File: src/rtl/mux_sel_arbiter_if.sv
// Handshake bundle between the two requesters, the downstream ready and the
// 2:1 mux arbiter.
//   req_a, req_b : requester levels (driven by the requester side)
//   ready        : downstream accepts the current transfer this cycle
//   sel          : mux select, 0 = a, 1 = b
//   grant_a/b    : one-hot ownership of the mux path
//   valid        : grant_a | grant_b
// Modports: slave = the arbiter, master = the requester/downstream side.
interface mux_sel_arbiter_if;
    logic req_a;
    logic req_b;
    logic ready;
    logic sel;
    logic grant_a;
    logic grant_b;
    logic valid;

    modport slave (
        input  req_a,
        input  req_b,
        input  ready,
        output sel,
        output grant_a,
        output grant_b,
        output valid
    );

    modport master (
        output req_a,
        output req_b,
        output ready,
        input  sel,
        input  grant_a,
        input  grant_b,
        input  valid
    );
endinterface

File: src/rtl/mux_sel_arbiter.sv
// mux_sel_arbiter: upstream control stage for the 2:1 mux. Arbitrates between
// requesters a and b, drives the mux select and a one-hot grant, and limits a
// grant to MAX_HOLD accepted transfers while the other side is waiting.
// Ports:
//   clk  : single clock, all state on the rising edge
//   rst  : synchronous, active-high reset
//   bus  : mux_sel_arbiter_if.slave (req_a, req_b, ready in; sel, grant_a,
//          grant_b, valid out, all outputs registered)
// Parameters: MAX_HOLD (1..2**CNT_W-1), CNT_W (hold counter width).
// Build option: ARB_FIXED_PRIO_EN -- when defined every tie goes to a;
// when undefined (default) ties go round robin to the side != last.
//
// state | meaning
// ------+--------------------------------------------------------------
// IDLE  | no owner; arbitrate every cycle, sel keeps its previous value
// GNT_A | a owns the mux path (sel=0), hold_cnt counts a's transfers
// GNT_B | b owns the mux path (sel=1), hold_cnt counts b's transfers
module mux_sel_arbiter #(
    parameter int MAX_HOLD = 8,
    parameter int CNT_W    = 4
) (
    input  logic              clk,
    input  logic              rst,
    mux_sel_arbiter_if.slave  bus
);

    generate
        if (MAX_HOLD < 1 || MAX_HOLD > (2**CNT_W) - 1) begin : g_bad_max_hold
            $error("mux_sel_arbiter: MAX_HOLD must be in 1..2**CNT_W-1");
        end
    endgenerate

    localparam logic [CNT_W-1:0] HOLD_LIM = CNT_W'(MAX_HOLD);

    typedef enum logic [1:0] {
        IDLE  = 2'd0,
        GNT_A = 2'd1,
        GNT_B = 2'd2
    } state_t;

    state_t            state, state_nxt;
    state_t            arb_pick;
    state_t            tie_pick;
    logic [CNT_W-1:0]  hold_cnt, hold_cnt_nxt;
    logic [CNT_W-1:0]  cnt_inc;
    logic              last, last_nxt;      // 0 = a was granted last, 1 = b
    logic              xfer;
    logic              sel_q, sel_nxt;
    logic              grant_a_q, grant_b_q, valid_q;

    assign bus.sel     = sel_q;
    assign bus.grant_a = grant_a_q;
    assign bus.grant_b = grant_b_q;
    assign bus.valid   = valid_q;

`ifdef ARB_FIXED_PRIO_EN
    assign tie_pick = GNT_A;
`else
    assign tie_pick = last ? GNT_A : GNT_B;
`endif

    assign xfer    = valid_q && bus.ready;
    // Saturating increment; the counter is cleared at MAX_HOLD so the
    // saturation only guards against an out-of-range configuration.
    assign cnt_inc = (hold_cnt == {CNT_W{1'b1}}) ? hold_cnt : hold_cnt + CNT_W'(1);

    always_comb begin
        arb_pick = IDLE;
        case ({bus.req_a, bus.req_b})
            2'b10:   arb_pick = GNT_A;
            2'b01:   arb_pick = GNT_B;
            2'b11:   arb_pick = tie_pick;
            default: arb_pick = IDLE;
        endcase
    end

    always_comb begin
        state_nxt    = state;
        hold_cnt_nxt = hold_cnt;
        last_nxt     = last;
        sel_nxt      = sel_q;

        case (state)
            IDLE: begin
                state_nxt = arb_pick;
            end
            GNT_A: begin
                if (!bus.req_a) begin
                    state_nxt = arb_pick;
                end else if (xfer) begin
                    if (cnt_inc == HOLD_LIM) begin
                        // Hold limit reached: hand over only if b is waiting.
                        hold_cnt_nxt = '0;
                        if (bus.req_b) state_nxt = GNT_B;
                    end else begin
                        hold_cnt_nxt = cnt_inc;
                    end
                end
            end
            GNT_B: begin
                if (!bus.req_b) begin
                    state_nxt = arb_pick;
                end else if (xfer) begin
                    if (cnt_inc == HOLD_LIM) begin
                        hold_cnt_nxt = '0;
                        if (bus.req_a) state_nxt = GNT_A;
                    end else begin
                        hold_cnt_nxt = cnt_inc;
                    end
                end
            end
            default: begin
                state_nxt = IDLE;
            end
        endcase

        if (state_nxt != state) hold_cnt_nxt = '0;

        if (state_nxt == GNT_A && state != GNT_A) last_nxt = 1'b0;
        if (state_nxt == GNT_B && state != GNT_B) last_nxt = 1'b1;

        // sel follows the owner and is left alone while idle.
        if (state_nxt == GNT_A) sel_nxt = 1'b0;
        if (state_nxt == GNT_B) sel_nxt = 1'b1;
    end

    always_ff @(posedge clk) begin
        if (rst) begin
            state     <= IDLE;
            hold_cnt  <= '0;
            last      <= 1'b1;
            sel_q     <= 1'b0;
            grant_a_q <= 1'b0;
            grant_b_q <= 1'b0;
            valid_q   <= 1'b0;
        end else begin
            state     <= state_nxt;
            hold_cnt  <= hold_cnt_nxt;
            last      <= last_nxt;
            sel_q     <= sel_nxt;
            grant_a_q <= (state_nxt == GNT_A);
            grant_b_q <= (state_nxt == GNT_B);
            valid_q   <= (state_nxt != IDLE);
        end
    end

endmodule
File: src/flat_wrapper.sv
// flat-port wrapper written by rule: the top's interface ports become plain ports
module mux_sel_arbiter_flat 
#(
    parameter int MAX_HOLD = 8,
    parameter int CNT_W    = 4
)
  (clk, rst, bus_req_a, bus_req_b, bus_ready, bus_sel, bus_grant_a, bus_grant_b, bus_valid);
  mux_sel_arbiter_if bus_i ();
  input  logic clk;
  input  logic rst;
  input wire logic [$bits(bus_i.req_a)-1:0] bus_req_a;
  input wire logic [$bits(bus_i.req_b)-1:0] bus_req_b;
  input wire logic [$bits(bus_i.ready)-1:0] bus_ready;
  output wire logic [$bits(bus_i.sel)-1:0] bus_sel;
  output wire logic [$bits(bus_i.grant_a)-1:0] bus_grant_a;
  output wire logic [$bits(bus_i.grant_b)-1:0] bus_grant_b;
  output wire logic [$bits(bus_i.valid)-1:0] bus_valid;
  assign bus_i.req_a = bus_req_a;
  assign bus_i.req_b = bus_req_b;
  assign bus_i.ready = bus_ready;
  assign bus_sel = bus_i.sel;
  assign bus_grant_a = bus_i.grant_a;
  assign bus_grant_b = bus_i.grant_b;
  assign bus_valid = bus_i.valid;
  mux_sel_arbiter #(.MAX_HOLD(MAX_HOLD), .CNT_W(CNT_W)) u_core (.clk(clk), .rst(rst), .bus(bus_i));
endmodule
File: config.mk
export PLATFORM = sky130hd
export DESIGN_NAME = mux_sel_arbiter_flat
export DESIGN_NICKNAME = d
export VERILOG_FILES = /design/src/rtl/mux_sel_arbiter_if.sv /design/src/rtl/mux_sel_arbiter.sv /design/src/flat_wrapper.sv
export SDC_FILE = /design/constraint.sdc
export NUM_CORES = 1
export LEC_CHECK = 0
export CORE_MARGIN = 4
export CORE_UTILIZATION = 48
export DETAILED_ROUTE_END_ITERATION = 8
export GPL_ROUTABILITY_DRIVEN = 0
export GPL_TIMING_DRIVEN = 1
export PLACE_DENSITY = 0.73
export SKIP_LAST_GASP = 1
export SYNTH_ARGS = -nofsm -noshare
export SYNTH_HDL_FRONTEND = slang
export SYNTH_SLANG_ARGS = --single-unit
File: constraint.sdc
create_clock -name clk -period 2 [get_ports clk]
set_clock_uncertainty 0.1 [all_clocks]
set_input_delay 0.2 -clock clk [delete_from_list [all_inputs] [get_ports clk]]
set_output_delay 0.2 -clock clk [all_outputs]
set_load 0.02 [all_outputs]
==> results.cfg <==
[outcome]
status = finished, final reports clean

[synthesis]
synth_cell_types = 42
seq_area_frac_synth_pct = 28.7
netlist_top_cells_count = dfxtp_1, nor2_1, ha_1, nand2_1, nor2b_1
synth-seq-cells = 11
syn-num-nets = 86
synth_area_leaders = dfxtp_1, ha_1, nand3b_4
synth_edf_count = 0
synthCells = 77
synth_area_um2 = 768
ys.flop_type = dfxtp_1
synth_top_area_share_pct = 28.7
async_flop_share_pct = 0
synth_largest_area_cell = dfxtp_1
synth_most_common_cell = dfxtp_1
synth.avg_cell_area_um2 = 9.98
yosys_warnings = 0

[clock_network]
clkTransAtPathRegs_ps = 70
cts-buffers-inserted = 3
clockBufferDepth = 2
clk_latency_ps = 270
cts_tree = done
cts.sinks = 11
htreeDepth = 1
root_buffer = clkbuf_4

[final_layout]
seq_area_um2 = 223
multi_input_area_um2 = 568
areaGrowthSynthToFinish_pct = 34.5
instances_no_fill = 117
final_cell_area_um2 = 1030
num_antenna_cells = 0
fillCellCount = 115
layout-drive-gt1-share_pct = 41.6
final_nets = 111

[setup_path]
critPathCaptureType = register
cp_slowest_stage_delay_ps = 340
crit_arrival_ps = 2050
worst_path_max_delay_cell = dfxtp_2
worst-path-max-fanout = 5
crit_chain = ha_4 > and2b_2 > o2111a_1 > o211a_4 > inv_1 > ha_2 > a221o_1
critPathRequiredTime_ps = 2050
start_kind = register
path_delay_family = compound AO/OA/AOI/OAI gates
path_buf_inv = 1
critPathKind = reg2reg

[timing]
maxSlewHeadroom_pct = 71.6
setup_tns_ps = 0
setup_viol = 0
slew_viol_final = 0
fin_crit_sh_pct = 100
max_freq_mhz = 500
period_needed_ps = 2000
tightest_slew_ps = 426
final_hold_viol_count = 0
rsz0062_at_grt = true

[grt]
groute.usage.overall_pct = 16.1
antenna_found_initial = 0
grt_max_degree = 11
grt_pass1_vias = 639
overflow = 0
grt_pass1_wl_um = 2640

[placed_design]
dpl.hpwl_um = 1230
place_area_um2 = 975
dpl.cell_count = 112
portBuffers = 8

[job]
cap_viol_max_count = 0

[floorplan]
start_util_pct = 51.0
die-area_um2 = 2300
row_count = 14
die_h_um = 48.0
core_area_um2 = 1510
die_x_um = 48.0
ios = 9

[drt]
vias_per_cell = 5.68
drt-initial-drc-count = 6
avgRoutedWirePerCell_um = 13.5
drc = 0
drt_wl_total_um = 1580
vias = 664
antenna_left = 0
first_pass_iters = 4

[pwr]
p_per_area_nw_per_um2 = 506
p_leak_uw = 0.000448
worst_ir_drop_vdd_uv = 406

[min_path]
hold_path_class = reg2reg
==> timing repair <==
item | 4_1_cts | 5_1_grt
endpoints found under the setup margin | 3 | 2
gates cloned | 0 | 0
pin swaps | 7 | 2
buffers inserted | 1 | 0
gates resized for setup | 5 | 0
hold buffers | 0 | 0
==> cell families (layout without fill, tap and decap cells) <==
family                     after synthesis  after routing  synth area share, %
buffers and inverters                    4             28                 3.42
AOI/OAI and AO/OA                       22             22                 27.2
muxes                                    2              2                 2.61
DFF                                     11             11                 28.7
and+or+nand+nor                         33             33                 30.5
xor gates and xnor gates                 1              1                 1.14
adders and majority gates                4              4                 6.51
==> final timing paths <==
kind,slack [ps],to,start,cells after the start
setup / recovery,0.7,u_core.last,u_core.hold_cnt[1],7
hold / removal,410,u_core.bus.sel,u_core.bus.sel,2
setup reg to reg,0.7,u_core.last,u_core.hold_cnt[1],7
hold reg to reg,410,u_core.bus.sel,u_core.bus.sel,2
==> worst min-delay path, cell delays in order (launching register included) <==
cell and delay [ps]:
dfxtp_1 330, mux2i_1 70, nor2_1 80
==> placed cells by master (no fill, tap or decap), types with 2 or more instances in the layout <==
cell type	count
nor3_1	2
ha_4	2
o2111a_1	2
a21oi_2	2
a211oi_2	2
clkdlybuf4s50_1	8
nor2b_1	4
clkbuf_4	3
buf_4	15
o21ai_0	3
dfxtp_2	2
nand2b_1	2
a21oi_1	2
nand3b_4	2
mux2i_1	2
dfxtp_1	9
nor2_1	6
nand2_1	3
a2111oi_2	2
==> report_power, final <==
group | total, µW | internal (µW) | leakage [µW] | switching, µW
registers | 243 | 230 | 0.0000909 | 12.6
clock network | 150 | 77.1 | 0.0000150 | 72.6
logic | 131 | 68.7 | 0.000342 | 61.9
==> per-layer routing <==
metal,wire [µm],global-route usage [%],up-vias,share of wire [%]
met5,0,0,-,0
met4,8,4.84,0,0.51
met3,40,3.38,2,2.5
met2,814,26.1,10,51
met1,718,21.3,314,45
li1,-,-,338,-
==> metrics by stage <==
stage               setup slack (ps)  total power (µW)  hold slack [ps]  utilization (%)
CTS                            -1.88               527              422             68.6
global route                   -89.6               547              470             68.6
global placement               -64.3               366              380             64.7
detailed placement             -84.2               370              409             64.7
floorplan                       27.6               324              264                -
finish                         0.660               523              413             68.6
==> sequential cells by signal (all words and copies together), names as in the netlist <==
name	count
u_core.hold_cnt	4
u_core.state	2
u_core.bus.grant_b	1
u_core.bus.grant_a	1
u_core.bus.valid	1
u_core.bus.sel	1
u_core.last	1
==> layout make-up <==
class                   count  share of cell area (%)
multi-input cells          62                    55.0
flip-flops and latches     11                    21.5
repair buffers             23                    18.6
clock buffers               4                    2.54
well taps                  16                    1.94
inverters                   1                   0.363
Power figures use the tool's default switching activity.
